`config.mk`:
```
export PLATFORM = sky130hd
export DESIGN_NAME = shift_reg_controller_flat
export DESIGN_NICKNAME = d
export VERILOG_FILES = /design/src/rtl/shift_reg_controller_if.sv /design/src/rtl/shift_reg_controller.sv /design/src/flat_wrapper.sv
export SDC_FILE = /design/constraint.sdc
export NUM_CORES = 1
export LEC_CHECK = 0
export ABC_CLOCK_PERIOD_IN_PS = 2000
export CORE_MARGIN = 8
export CORE_UTILIZATION = 41
export CTS_CLUSTER_DIAMETER = 200
export DETAILED_ROUTE_END_ITERATION = 8
export PLACE_DENSITY = 0.77
export SYNTH_ARGS = -nofsm -noshare
export SYNTH_HDL_FRONTEND = slang
export SYNTH_SLANG_ARGS = --single-unit
```
`constraint.sdc`:
```
create_clock -name clk -period 2 [get_ports clk]
set_input_delay 0.2 -clock clk [delete_from_list [all_inputs] [get_ports clk]]
set_output_delay 0.2 -clock clk [all_outputs]
set_load 0.05 [all_outputs]
```
`src/rtl/shift_reg_controller_if.sv`:
```
// Command/handshake and register-control bundle between a shift-register controller and its user.
// The master side issues commands and returns register contents. The slave side is the controller.
interface shift_reg_controller_if #(
  parameter int unsigned N     = 8,
  parameter int unsigned CNT_W = 4
);
  logic             cmd_valid;
  logic             cmd_ready;
  logic             cmd_load;
  logic             cmd_dir;
  logic [CNT_W-1:0] cmd_count;
  logic [N-1:0]     cmd_data;
  logic             cmd_abort;
  logic [1:0]       sr_ctrl;
  logic [N-1:0]     sr_data;
  logic [N-1:0]     sr_q;
  logic             busy;
  logic             done;
  logic [N-1:0]     result;

  modport master (
    output cmd_valid, cmd_load, cmd_dir, cmd_count, cmd_data, cmd_abort, sr_q,
    input  cmd_ready, sr_ctrl, sr_data, busy, done, result
  );

  modport slave (
    input  cmd_valid, cmd_load, cmd_dir, cmd_count, cmd_data, cmd_abort, sr_q,
    output cmd_ready, sr_ctrl, sr_data, busy, done, result
  );
endinterface

```
`src/rtl/shift_reg_controller.sv`:
```
// Sequences an external N-bit shift register: optional parallel load, then count single-bit shifts,
// then captures the register contents and pulses done. Fixed latency, abortable, one command at a time.
module shift_reg_controller #(
  parameter int unsigned N     = 8,
  parameter int unsigned CNT_W = 4
) (
  input  logic                  clk,
  input  logic                  reset,
  shift_reg_controller_if.slave bus
);

  localparam int unsigned ST_W = 2;

  typedef enum logic [ST_W-1:0] {
    S_IDLE  = 2'd0,
    S_LOAD  = 2'd1,
    S_SHIFT = 2'd2,
    S_DONE  = 2'd3
  } state_t;

  localparam logic [1:0] CTRL_HOLD = 2'b00;
  localparam logic [1:0] CTRL_SHL  = 2'b01;
  localparam logic [1:0] CTRL_SHR  = 2'b10;
  localparam logic [1:0] CTRL_LOAD = 2'b11;

  state_t           r_state;
  state_t           w_next;
  logic             r_dir;
  logic [CNT_W-1:0] r_cnt;
  logic [N-1:0]     r_sr_data;
  logic [N-1:0]     r_result;
  logic             r_done;
  logic             w_accept;
  logic             w_abort;
  logic             w_complete;

  // Abort only means something while a command is in flight.
  assign w_accept   = bus.cmd_valid && (r_state == S_IDLE);
  assign w_abort    = bus.cmd_abort && (r_state != S_IDLE);
  assign w_complete = (r_state == S_DONE) && !w_abort;

  always_ff @(posedge clk) begin
    if (!reset) r_state <= S_IDLE;
    else        r_state <= w_next;
  end

  always_comb begin
    w_next = r_state;
    if (w_abort) begin
      w_next = S_IDLE;
    end else begin
      case (r_state)
        S_IDLE: begin
          if (bus.cmd_valid) begin
            if (bus.cmd_load)                 w_next = S_LOAD;
            else if (bus.cmd_count != '0)     w_next = S_SHIFT;
            else                              w_next = S_DONE;
          end
        end
        S_LOAD:  w_next = (r_cnt != '0) ? S_SHIFT : S_DONE;
        S_SHIFT: if (r_cnt <= CNT_W'(1)) w_next = S_DONE;
        S_DONE:  w_next = S_IDLE;
        default: w_next = S_IDLE;
      endcase
    end
  end

  always_comb begin
    bus.sr_ctrl   = CTRL_HOLD;
    bus.cmd_ready = 1'b0;
    bus.busy      = 1'b1;
    case (r_state)
      S_IDLE: begin
        bus.cmd_ready = 1'b1;
        bus.busy      = 1'b0;
      end
      S_LOAD:  bus.sr_ctrl = CTRL_LOAD;
      S_SHIFT: bus.sr_ctrl = r_dir ? CTRL_SHR : CTRL_SHL;
      default: bus.sr_ctrl = CTRL_HOLD;
    endcase
    if (w_abort) bus.sr_ctrl = CTRL_HOLD;
  end

  // Command latch and shift down-counter; the counter only moves while shifting.
  always_ff @(posedge clk) begin
    if (!reset) begin
      r_dir     <= 1'b0;
      r_cnt     <= '0;
      r_sr_data <= '0;
    end else if (w_accept) begin
      r_dir     <= bus.cmd_dir;
      r_cnt     <= bus.cmd_count;
      r_sr_data <= bus.cmd_data;
    end else if ((r_state == S_SHIFT) && !w_abort) begin
      r_cnt     <= r_cnt - CNT_W'(1);
    end
  end

  always_ff @(posedge clk) begin
    if (!reset) begin
      r_done   <= 1'b0;
      r_result <= '0;
    end else begin
      r_done <= w_complete;
      if (w_complete) r_result <= bus.sr_q;
    end
  end

  assign bus.sr_data = r_sr_data;
  assign bus.done    = r_done;
  assign bus.result  = r_result;

endmodule

```
`src/flat_wrapper.sv`:
```
// flat-port wrapper written by rule: the top's interface ports become plain ports
module shift_reg_controller_flat 
#(
  parameter int unsigned N     = 8,
  parameter int unsigned CNT_W = 4
)
  (clk, reset, bus_cmd_valid, bus_cmd_load, bus_cmd_dir, bus_cmd_count, bus_cmd_data, bus_cmd_abort, bus_sr_q, bus_cmd_ready, bus_sr_ctrl, bus_sr_data, bus_busy, bus_done, bus_result);
  shift_reg_controller_if #(.N(N), .CNT_W(CNT_W)) bus_i ();
  input  logic clk;
  input  logic reset;
  input wire logic [$bits(bus_i.cmd_valid)-1:0] bus_cmd_valid;
  input wire logic [$bits(bus_i.cmd_load)-1:0] bus_cmd_load;
  input wire logic [$bits(bus_i.cmd_dir)-1:0] bus_cmd_dir;
  input wire logic [$bits(bus_i.cmd_count)-1:0] bus_cmd_count;
  input wire logic [$bits(bus_i.cmd_data)-1:0] bus_cmd_data;
  input wire logic [$bits(bus_i.cmd_abort)-1:0] bus_cmd_abort;
  input wire logic [$bits(bus_i.sr_q)-1:0] bus_sr_q;
  output wire logic [$bits(bus_i.cmd_ready)-1:0] bus_cmd_ready;
  output wire logic [$bits(bus_i.sr_ctrl)-1:0] bus_sr_ctrl;
  output wire logic [$bits(bus_i.sr_data)-1:0] bus_sr_data;
  output wire logic [$bits(bus_i.busy)-1:0] bus_busy;
  output wire logic [$bits(bus_i.done)-1:0] bus_done;
  output wire logic [$bits(bus_i.result)-1:0] bus_result;
  assign bus_i.cmd_valid = bus_cmd_valid;
  assign bus_i.cmd_load = bus_cmd_load;
  assign bus_i.cmd_dir = bus_cmd_dir;
  assign bus_i.cmd_count = bus_cmd_count;
  assign bus_i.cmd_data = bus_cmd_data;
  assign bus_i.cmd_abort = bus_cmd_abort;
  assign bus_i.sr_q = bus_sr_q;
  assign bus_cmd_ready = bus_i.cmd_ready;
  assign bus_sr_ctrl = bus_i.sr_ctrl;
  assign bus_sr_data = bus_i.sr_data;
  assign bus_busy = bus_i.busy;
  assign bus_done = bus_i.done;
  assign bus_result = bus_i.result;
  shift_reg_controller #(.N(N), .CNT_W(CNT_W)) u_core (.clk(clk), .reset(reset), .bus(bus_i));
endmodule
```
# [Word-level counts from Yosys, hierarchy flattened]
# Index checks and enable logic that the tools add are counted.
[totals] ff_bits=24 in_bits=26
[op_classes] bitwise=1 n_reduce_logical=12 mux=13 order_cmp=1 n_eq_ne=5 add_sub_neg=1
[ops] op="2-bit 2-to-1 mux" count=5
[ops] op="4-bit 2-to-1 mux" count=2
[ops] op="2-bit case mux with 4 select lines" count=1
[ops] op="4-bit nonzero test" count=2
[ops] op="2-bit == test, second input constant" count=2
[ops] op="4-bit by 1-bit <= comparator with 1-bit output, second input constant" count=1
[ops] op="1-bit logical AND" count=4
[ops] op="1-bit 2-to-1 mux" count=4
[ops] op="2-bit case mux with 2 select lines" count=1
[ops] op="2-bit nonzero test" count=2
[ops] op="4-bit by 1-bit subtractor with 4-bit output, second input constant" count=1
[ops] op="2-bit by 1-bit == test with 1-bit output, second input constant" count=1
[ops] op="2-bit logical NOT" count=1
[ops] op="2-bit by 1-bit inequality test with 1-bit output, second input constant" count=1
[ops] op="2-bit inequality test, second input constant" count=1
[ops] op="2-bit AND reduction" count=1
[ops] op="2-bit OR reduction" count=1
[ops] op="1-bit logical NOT" count=1
[ops] op="1-bit NOT" count=1

# [Depth between registers and ports, before layout]
[logic_depth] ltp_word=6 depth_mapped=7

# [Worst setup path after synthesis]
# OpenSTA, ideal clock, no wires.
[synth_path] path_type="reg-to-output" from="register u_core.r_state[0]" to="output port bus_sr_ctrl[0]" n_path_buf=2 slack_ns=-0.395 path_stages_with_launch=8 t_required_ns=1.800 arrival_time_ns=2.195 cell_sequence="dfxtp_1 > inv_1 > ha_1 > nand2b_1 > buf_2 > clkbuf_8 > nand2_1 > nor2_1"
[synth_between] elab_chain_cells=3 elab_cells_between_ends=6 cone_classes="eq/ne (2); mux (2); reduce/logical (2)"
[synth_lines] item="from (decl)" line_no="shift_reg_controller.sv:26" text="state_t r_state;"
[synth_lines] item="from (signal assigned)" line_no="shift_reg_controller.sv:44" text="else r_state <= w_next;"
[synth_lines] item="2-bit == test (tied with other cells)" line_no="shift_reg_controller.sv:72" text="case (r_state)"
[synth_lines] item="2-bit case mux with 2 select lines / 1-bit logical AND (equally long branches)" line_no="shift_reg_controller.sv:72, shift_reg_controller.sv:39"
[synth_lines] item="2-bit 2-to-1 mux (*)" line_no="shift_reg_controller.sv:81" text="if (w_abort) bus.sr_ctrl = CTRL_HOLD;"
[synth_lines] item="to (decl)" line_no="flat_wrapper.sv:19" text="output wire logic [$bits(bus_i.sr_ctrl)-1:0] bus_sr_ctrl;"
# Every way passes the cells marked *; elsewhere a longest branch is shown, timed or not.

# [Final worst setup path]
[layout_path] from="register u_core.r_state[1]" to="output port bus_sr_ctrl[0]"
# The elaborated chain is that of the path after synthesis.

==> impl_metrics.csv <==
group,metric,value,unit
status,status,"completed",
placed_design,portBuffers,46,
timing,setup_slack,0.1277,ns
synth,synth_async_sr_flop_share,0,%
clock_tree,cts_hold_buffers,0,
worst_hold_path,worstHoldStart,"bus_cmd_data[1]",
clock_tree,clock_path_buffers,2,
synth,synth_top_area_cell,"dfxtp_1",
floorplan,rows,19,
setup_path,path_cells,"inv_1 > ha_4 > nand2b_4 > nand2_1 > nor2_2 > buf_12",
cells_and_area,n_fill_cell,237,
route,wl_per_cell,14.51,um
setup_path,arrival,1.67,ns
placed_design,dp.cells,211,
timing,period_minus_slack,1.872,ns
setup_path,critical-path-top-delay-family,"simple AND/OR/NAND/NOR gates",
worst_hold_path,min_to,"u_core.bus.sr_data[1]",
placed_design,dp_slack,0.2119,ns
grt,grt_pass1_wl,5030,um
timing,finalSetupViolCount,0,
setup_path,max_stage_delay,0.38,ns
synth,netlist_top_cells_count,"nand2_1 (32), a21oi_1 (24), dfxtp_1 (24)",
setup_path,cp.depth,6,
synth,synth_flop_cell,"dfxtp_1",
setup_path,cp.required,1.80,ns
clock_tree,cts_max_level,1,
grt,grt_max_degree,18,
synth,synthDistinctLibCells,29,
floorplan,io_pins,47,
setup_path,cp_num_buf_inv,2,
timing,worst_pin_slew,0.5225,ns
flow_run,maxCapViolCount,0,
synth,ys_ff_latch,24,
setup_path,cp-start-kind,"flip-flop",
worst_hold_path,worstHoldPathCells,3,
placed_design,hpwl,2515,um
power_and_ir_drop,power_density,1341,nW/um^2
setup_path,r2r_start,"u_core.r_cnt[0]",
synth,synth_fp_nets,172,
synth,synth_top_area_share,43.29,%
route,drc,0,
setup_path,critical_path.max_fanout,10,
floorplan,die_y,68.03,um
setup_path,worst-r2r-setup-slack,0.36,ns
cells_and_area,area_delta_synth_final,51.30,%
setup_path,cp_slowest_cell,"dfxtp_1",
timing,rsz0062_at_grt,"no",
timing,maxSlewViolCount,0,
timing,fin_setup_tns,0,ns
cells_and_area,drive_above_1_share,9.783,%
cells_and_area,antenna_cells,0,
route,final_antenna_net_count,0,
cells_and_area,instances_no_fill,215,
setup_path,ff2ff_path_depth,6,
synth,yosysMostFrequentCell,"nand2_1",
floorplan,core,2663,um^2
clock_tree,cts.clk_slew.worst_paths,0.14,ns
grt,grt_usage,13.75,%
power_and_ir_drop,vdd_drop_max,0.8913,mV
setup_path,critPathKind,"reg2out",
synth,syn_area_per_cell,7.984,um^2
route,drt_iter0_drc,36,
floorplan,design.die.area,4627,um^2
synth,ys_seq_area_share,43.29,%
route,viasPerCell,5.251,
synth,synth_edf_count,0,
setup_path,critPathCaptureType,"output pin",
placed_design,routabilityCongestion,0.7836,
grt,antenna_found_initial,0,
route,via_count,1129,
clock_tree,cts_tree,"done",
synth,synth_area_leaders,"dfxtp_1 (43%), a21oi_1 (11%), nand2_1 (11%), ha_1 (7.9%), nand3_1 (4.1%)",
setup_path,r2r-end,"u_core.r_state[0]",
timing,slew_headroom,65.06,%
grt,grt_pass1_vias,1096,
timing,fmax,0.5341,GHz
synth,synth_cells,139,
floorplan,initial_core_util,41.68,%
floorplan,die_x,68.03,um
route,routed_wl,3119,um
synth,ys_warn_count,0,
power_and_ir_drop,power.total,2.252,mW
clock_tree,cts_buffers,3,
power_and_ir_drop,p_leak,0.6278,nW
clock_tree,clk_latency,0.31,ns
timing,hold_violations,0,
cells_and_area,nets,218,
timing,fin_skew,0.001935,ns
synth,synthesis.area,1110,um^2
route,drt_pass1_iterations,4,
worst_hold_path,hold_class,"in2reg",
timing,period_share,93.62,%
clock_tree,cts_sinks,24,
clock_tree,cts_root_buffer,"clkbuf_4",
grt,grt-ovfl-total,0,
==> what timing repair did <==
action                     in CTS  in global routing
pin swaps                       0                  0
resized for setup               2                  2
gates cloned                    0                  0
setup endpoints to repair       2                  2
buffers inserted                0                  0
==> worst reg2reg max path, delay by kind of cell, from the launching register on <==
| family | cells | cell delay (ns) |
|---|---|---|
| AOI/OAI and AO/OA | 2 | 0.41 |
| DFF | 1 | 0.36 |
| adders and majority gates | 1 | 0.19 |
| and+or+nand+nor | 2 | 0.54 |
| buffers and inverters | 1 | 0.08 |
==> worst max path at each step <==
stage | start | end | slack, ns
CTS | u_core.r_state[0] | bus_sr_ctrl[0] | 0.02
global route | u_core.r_state[1] | bus_sr_ctrl[0] | 0.02
detailed placement | u_core.r_state[0] | bus_sr_ctrl[0] | 0.21
global placement | bus_cmd_count[1] | u_core.r_state[0] | 0.31
finish | u_core.r_state[1] | bus_sr_ctrl[0] | 0.13
floorplan | u_core.r_state[0] | bus_sr_ctrl[0] | -0.003
==> report_power, final <==
group          total (mW)  switching, mW  internal [mW]
clock               0.354          0.151          0.202
combinational        1.25          0.778          0.473
sequential          0.648         0.0746          0.573
==> state kept, by name, indices dropped and copies added, names as in the netlist <==
signal and flops:
u_core.bus.result 8, u_core.bus.sr_data 8, u_core.r_cnt 4, u_core.r_state 2, u_core.bus.done 1, u_core.r_dir 1
==> cell type report <==
type	count	area, um^2	area share, %
clock inverters	1	30.03	1.788
flip-flops and latches	24	480.5	28.61
repair buffers	49	498.0	29.66
inverters	7	26.28	1.565
multi-input cells	100	583.1	34.72
well taps	31	38.79	2.310
clock buffers	3	22.52	1.341
==> cell usage in the layout (no fill, tap or decap) <==
master	count
a211oi_1	2
a21oi_1	24
a21oi_2	1
a22oi_1	1
a311oi_1	1
and2_1	1
and3_1	1
buf_12	2
buf_4	5
bufinv_16	1
clkbuf_4	3
clkdlybuf4s50_1	42
dfxtp_1	24
ha_1	6
ha_4	1
inv_1	6
inv_2	1
nand2_1	32
nand2b_4	1
nand3_1	9
nand4_1	1
nor2_1	4
nor2_2	2
nor3_1	2
nor4_2	1
o2111ai_1	2
o21ai_0	2
o31a_1	1
o31ai_1	1
o32ai_1	1
or3_1	1
or4_1	1
xor2_1	1
==> metrics by stage <==
stage          hold slack [ns]  area, um^2  util, %
5_1_grt                 0.4237        1679    63.06
2_1_floorplan           0.3161        1117        -
3_3_place_gp            0.4420        1609    60.43
4_1_cts                 0.4158        1669    62.69
6_report                0.4192        1679    63.06
3_5_place_dp            0.4468        1609    60.43
==> cell families after synthesis <==
group / after synthesis / share of synthesized area [%]
and+or+nand+nor: 56 / 22.44
buffers and inverters: 15 / 6.426
AOI/OAI and AO/OA: 36 / 19.17
adders and majority gates: 7 / 7.891
DFF: 24 / 43.29
xor gates and xnor gates: 1 / 0.7893
==> metal layers <==
metal	track usage [%]	wire length (um)	vias to the layer above
li1	-	-	567
met1	15.76	1346	522
met2	24.27	1423	40
met3	5.892	349	0
met4	0.7673	0	0
met5	0	0	-
Note: power is estimated with default switching activity, not from simulation.
==> edit 1: new RTL, same flow settings <==
Re-encode `state_t` (4 states) as Gray code, 2 bits wide.
--- a/src/rtl/shift_reg_controller.sv
+++ b/src/rtl/shift_reg_controller.sv
@@ -13,7 +13,7 @@
 
-  typedef enum logic [ST_W-1:0] {
-    S_IDLE  = 2'd0,
-    S_LOAD  = 2'd1,
-    S_SHIFT = 2'd2,
-    S_DONE  = 2'd3
+  typedef enum logic [1:0] {
+    S_IDLE  = 2'b00,
+    S_LOAD  = 2'b01,
+    S_SHIFT = 2'b11,
+    S_DONE  = 2'b10
   } state_t;
Behaviour: no difference found for any inputs over 10 cycles, from zero or initial values and one cycle with reset low; not proved beyond that.
==> edit 1 against the original RTL <==
  * Setup slack improved by 0.11 ns
  * Synthesized area fell by 5.1%
  * Largest cell class unchanged
  * Final cell count fell by 11%
  * Routed wire length fell by 15%
  * Final area fell by 5.9%
  * Sequential cell count did not move
  * Utilization rose by 1.3 points
  * Register-to-register slack improved by 0.06 ns
  * Die area fell by 3.9%
  * Non-clock buffer count fell by 1
Power is not compared: it rests on default switching activity, and its combinational part moved more than twofold at a synthesized area within 25%.
==> edit 1: results (changes against the original RTL) <==
| Metric | Value |
|---|---|
| Status | finished clean |
| Critical Path Start | u_core.r_state[0] |
| WL met3 | 365 um (+4.6%) |
| Sequential share of the synthesized area | 45.61% (+2.3 points) |
| Delay-heaviest family, CP | flip-flops |
| R2R Path End | u_core.r_cnt[0] |
| Critical path's largest stage delay | 0.53 ns (+0.15 ns) |
| Dpl ws | 0.3365 ns (+0.1246 ns) |
| Reg2Reg Depth | 5 (-1) |
| Worst Hold End | u_core.bus.sr_data[4] |
| Critical R2R Launch | u_core.r_state[1] |
| Placer congestion estimate | 0.8475 (+8.2%) |
| Post_cts resized | 0 (-2) |
| Top Metal Used | met4 |
| Filler-free cell count of the finished design | 191 (-11%) |
| Worst IR Drop VDD | 0.4708 mV |
| Share of Yosys cell area claimed by the top area cell type | 45.61% (+2.3 points) |
| Critical Path AT | 1.56 ns (-0.11 ns) |
| Worst R2R Setup Slack | 0.42 ns (+0.06 ns) |
| DRT iter0 DRCs | 65 (+81%) |
| CP endpoint | bus_sr_ctrl[1] |
| Syn nets | 145 (-16%) |
| Vias in the first global route | 932 (-15%) |
| Count of cell types in the netlist | 31 (+6.9%) |
| Mean Syn Cell Area | 9.082 um^2 (+14%) |
| Met1 usage | 13.41% (-2.3 points) |
| Met1 Wirelength | 1.070 mm (-21%) |
| Fmax | 567.8 MHz (+6.3%) |
| CP Max Fanout | 9 (-1) |
| Commonest cells post-synth | dfxtp_1 (24), nand2_1 (19), a21oi_1 (15) |
| Largest net degree at the start of global routing | 16 (-2) |
| Hold Startpoint | bus_cmd_data[4] |
| Slew HR | 65.16% (+0.095 points) |
| Skew final | 0.0008060 ns (-0.001129 ns) |
| GRT Resource Usage Total | 12.20% (-1.5 points) |
| DP Area | 1528 um^2 (-5.1%) |
| Final hold slack | 0.4149 ns (-0.004281 ns) |
| M2 GR Usage | 19.12% (-5.2 points) |
| First-pass GRT wire length | 4.319 mm (-14%) |
## edit 1: cell types whose count changed in the layout (fill, tap and decap cells not counted), sizes merged, moves of 4 or more
cell	change
mux2i	+8
nand2	-13
nand3	-4
ha	-4
nor2	+5
a21oi	-8
## edit 1: cells by family after synthesis
group	Yosys count	share of synthesized area, %
AOI/OAI and AO/OA	24	14.49
adders and majority gates	3	3.563
buffers and inverters	12	6.887
DFF	24	45.61
muxes	8	7.601
and+or+nand+nor	45	21.85
## edit 1: where the power goes
group | leakage [nW] | internal [mW] | total [mW] | switching, mW
clock network | 0.0279 | 0.203 | 0.351 | 0.149
registers | 0.196 | 0.509 | 0.536 | 0.0268
logic | 0.381 | 0.143 | 0.334 | 0.191
total | 0.605 | 0.855 | 1.22 | 0.366
## edit 1: area by class of cell
cell class	instances	area [um^2]
Clock buffer	3	22.52
Clock inverter	1	30.03
Inverter	5	18.77
Sequential cell	24	480.5
Timing Repair Buffer	48	490.5
Tap cell	30	37.54
Fill cell	221	874.6
Multi-Input combinational cell	80	500.5
==> edit 2: new RTL, same flow settings <==
Without the edit above. `N` is set to 8 in 3 places; all go to 7.
--- a/src/rtl/shift_reg_controller_if.sv
+++ b/src/rtl/shift_reg_controller_if.sv
@@ -3,3 +3,3 @@
 interface shift_reg_controller_if #(
-  parameter int unsigned N     = 8,
+  parameter int unsigned N     = 7,
   parameter int unsigned CNT_W = 4
--- a/src/rtl/shift_reg_controller.sv
+++ b/src/rtl/shift_reg_controller.sv
@@ -3,3 +3,3 @@
 module shift_reg_controller #(
-  parameter int unsigned N     = 8,
+  parameter int unsigned N     = 7,
   parameter int unsigned CNT_W = 4
--- a/src/flat_wrapper.sv
+++ b/src/flat_wrapper.sv
@@ -3,3 +3,3 @@
 #(
-  parameter int unsigned N     = 8,
+  parameter int unsigned N     = 7,
   parameter int unsigned CNT_W = 4
Interface: changed (resized bus_cmd_data, bus_result, bus_sr_data and bus_sr_q); port bits go from 47 to 43. The function was not compared with the original's and may differ.
==> edit 2 against the original RTL <==
  * Clock power down 46%
  * Synthesized area fell by 7.7%
  * Largest cell class unchanged
  * Final area fell by 8.3%
  * Fmax about the same
  * Setup slack improved by 0.00066 ns
  * Routed wire length fell by 8.4%
  * Total power fell by 11%
  * Sequential cell count shrank 2
==> edit 2: results (changes against the original RTL) <==
| Metric | Value |
|---|---|
| Status | finished clean |
| Sequential share of the synthesized area | 42.98% (-0.31 points) |
| Via density | 5.229 (-0.42%) |
| Commonest cells post-synth | nand2_1 (29), a21oi_1 (22), dfxtp_1 (22) |
| GRT Resource Usage Total | 13.24% (-0.51 points) |
| Top Metal Used | met4 |
| Met1 usage | 14.61% (-1.2 points) |
| Met2 wire len | 1.397 mm (-1.8%) |
| Largest net degree at the start of global routing | 16 (-2) |
| Leak pwr | 0.5644 nW (-10%) |
| Skew final | 0.004686 ns (+0.002750 ns) |
| Vias in the first global route | 1012 (-7.7%) |
| Worst-Skew Late Latency | 0.29 ns (-0.02 ns) |
| Measured slew at the worst slew-check pin | 0.5154 ns (-0.007093 ns) |
| Worst-path clk slew | 0.11 ns (-0.03 ns) |
| Nets | 204 (-6.4%) |
| Port bufs | 42 (-8.7%) |
| Detailed-route via count | 1051 (-6.9%) |
| Fill cells | 209 (-12%) |
| DP Area | 1516 um^2 (-5.8%) |
| WL met3 | 255 um (-27%) |
| Share of Yosys cell area claimed by the top area cell type | 42.98% (-0.31 points) |
| Worst R2R Setup Slack | 0.29 ns (-0.07 ns) |
| Post-DP HPWL | 2.269 mm (-9.8%) |
| Hold Startpoint | bus_cmd_dir |
| Worst Hold End | u_core.r_dir |
| Critical path's largest stage delay | 0.36 ns (-0.02 ns) |
| First-pass GRT wire length | 4.657 mm (-7.4%) |
| WL/cell | 14.21 um (-2.0%) |
| Synth area leaders | dfxtp_1 (43%), a21oi_1 (11%), nand2_1 (11%) |
| Fmax | 534.3 MHz (about the same) |
| Mean Syn Cell Area | 7.883 um^2 (-1.3%) |
| Final hold slack | 0.4429 ns (+0.02371 ns) |
| M2 GR Usage | 23.26% (-1.0 points) |
| Dpl ws | 0.2575 ns (+0.04560 ns) |
| Layout cell share with drive strength beyond 1 | 8.772% (-1.0 points) |
## edit 2: cell types whose count changed in the layout (fill, tap and decap cells not counted), moves of 2 or more
cell             unedited run  this run
dfxtp_1                    24        22
a21oi_1                    24        22
clkdlybuf4s50_1            42        38
nand2_1                    32        29
nor2_2                      2         0
nor2_4                      0         2
## edit 2: layout make-up
| class | count | area (um^2) | area share (%) |
|---|---|---|---|
| multi-input combinational | 94 | 554.3 | 36.02 |
| timing repair buffer | 45 | 457.9 | 29.76 |
| sequential | 22 | 440.4 | 28.62 |
| tap | 30 | 37.54 | 2.439 |
| inverter | 7 | 26.28 | 1.707 |
| clock buffer | 3 | 22.52 | 1.463 |
## edit 2: power by group through the flow
stage          logic [mW]  clock network, mW  registers [mW]
3_3_place_gp         1.18                  0           0.606
5_1_grt              1.31              0.219           0.615
3_5_place_dp         1.20                  0           0.612
4_1_cts              1.20              0.197           0.602
2_1_floorplan       0.755                  0           0.713
6_report             1.20              0.190           0.603
## edit 2: how the worst max path moves through the flow
stage,from,to,depth (start not counted)
6_report,u_core.r_state[0],bus_sr_ctrl[0],6
2_1_floorplan,u_core.r_state[0],bus_sr_ctrl[0],7
3_5_place_dp,bus_cmd_count[1],u_core.r_state[0],5
4_1_cts,u_core.r_state[0],bus_sr_ctrl[0],6
5_1_grt,u_core.r_state[0],bus_sr_ctrl[0],6
3_3_place_gp,bus_cmd_count[1],u_core.r_state[0],5
## edit 2: cells by family after synthesis
| group | synth area share (%) |
|---|---|
| flops | 42.98 |
| buf+inv | 5.616 |
| xor+xnor | 0.8549 |
| fa+ha+maj | 8.547 |
| compound gates | 19.78 |
| simple gates | 22.22 |
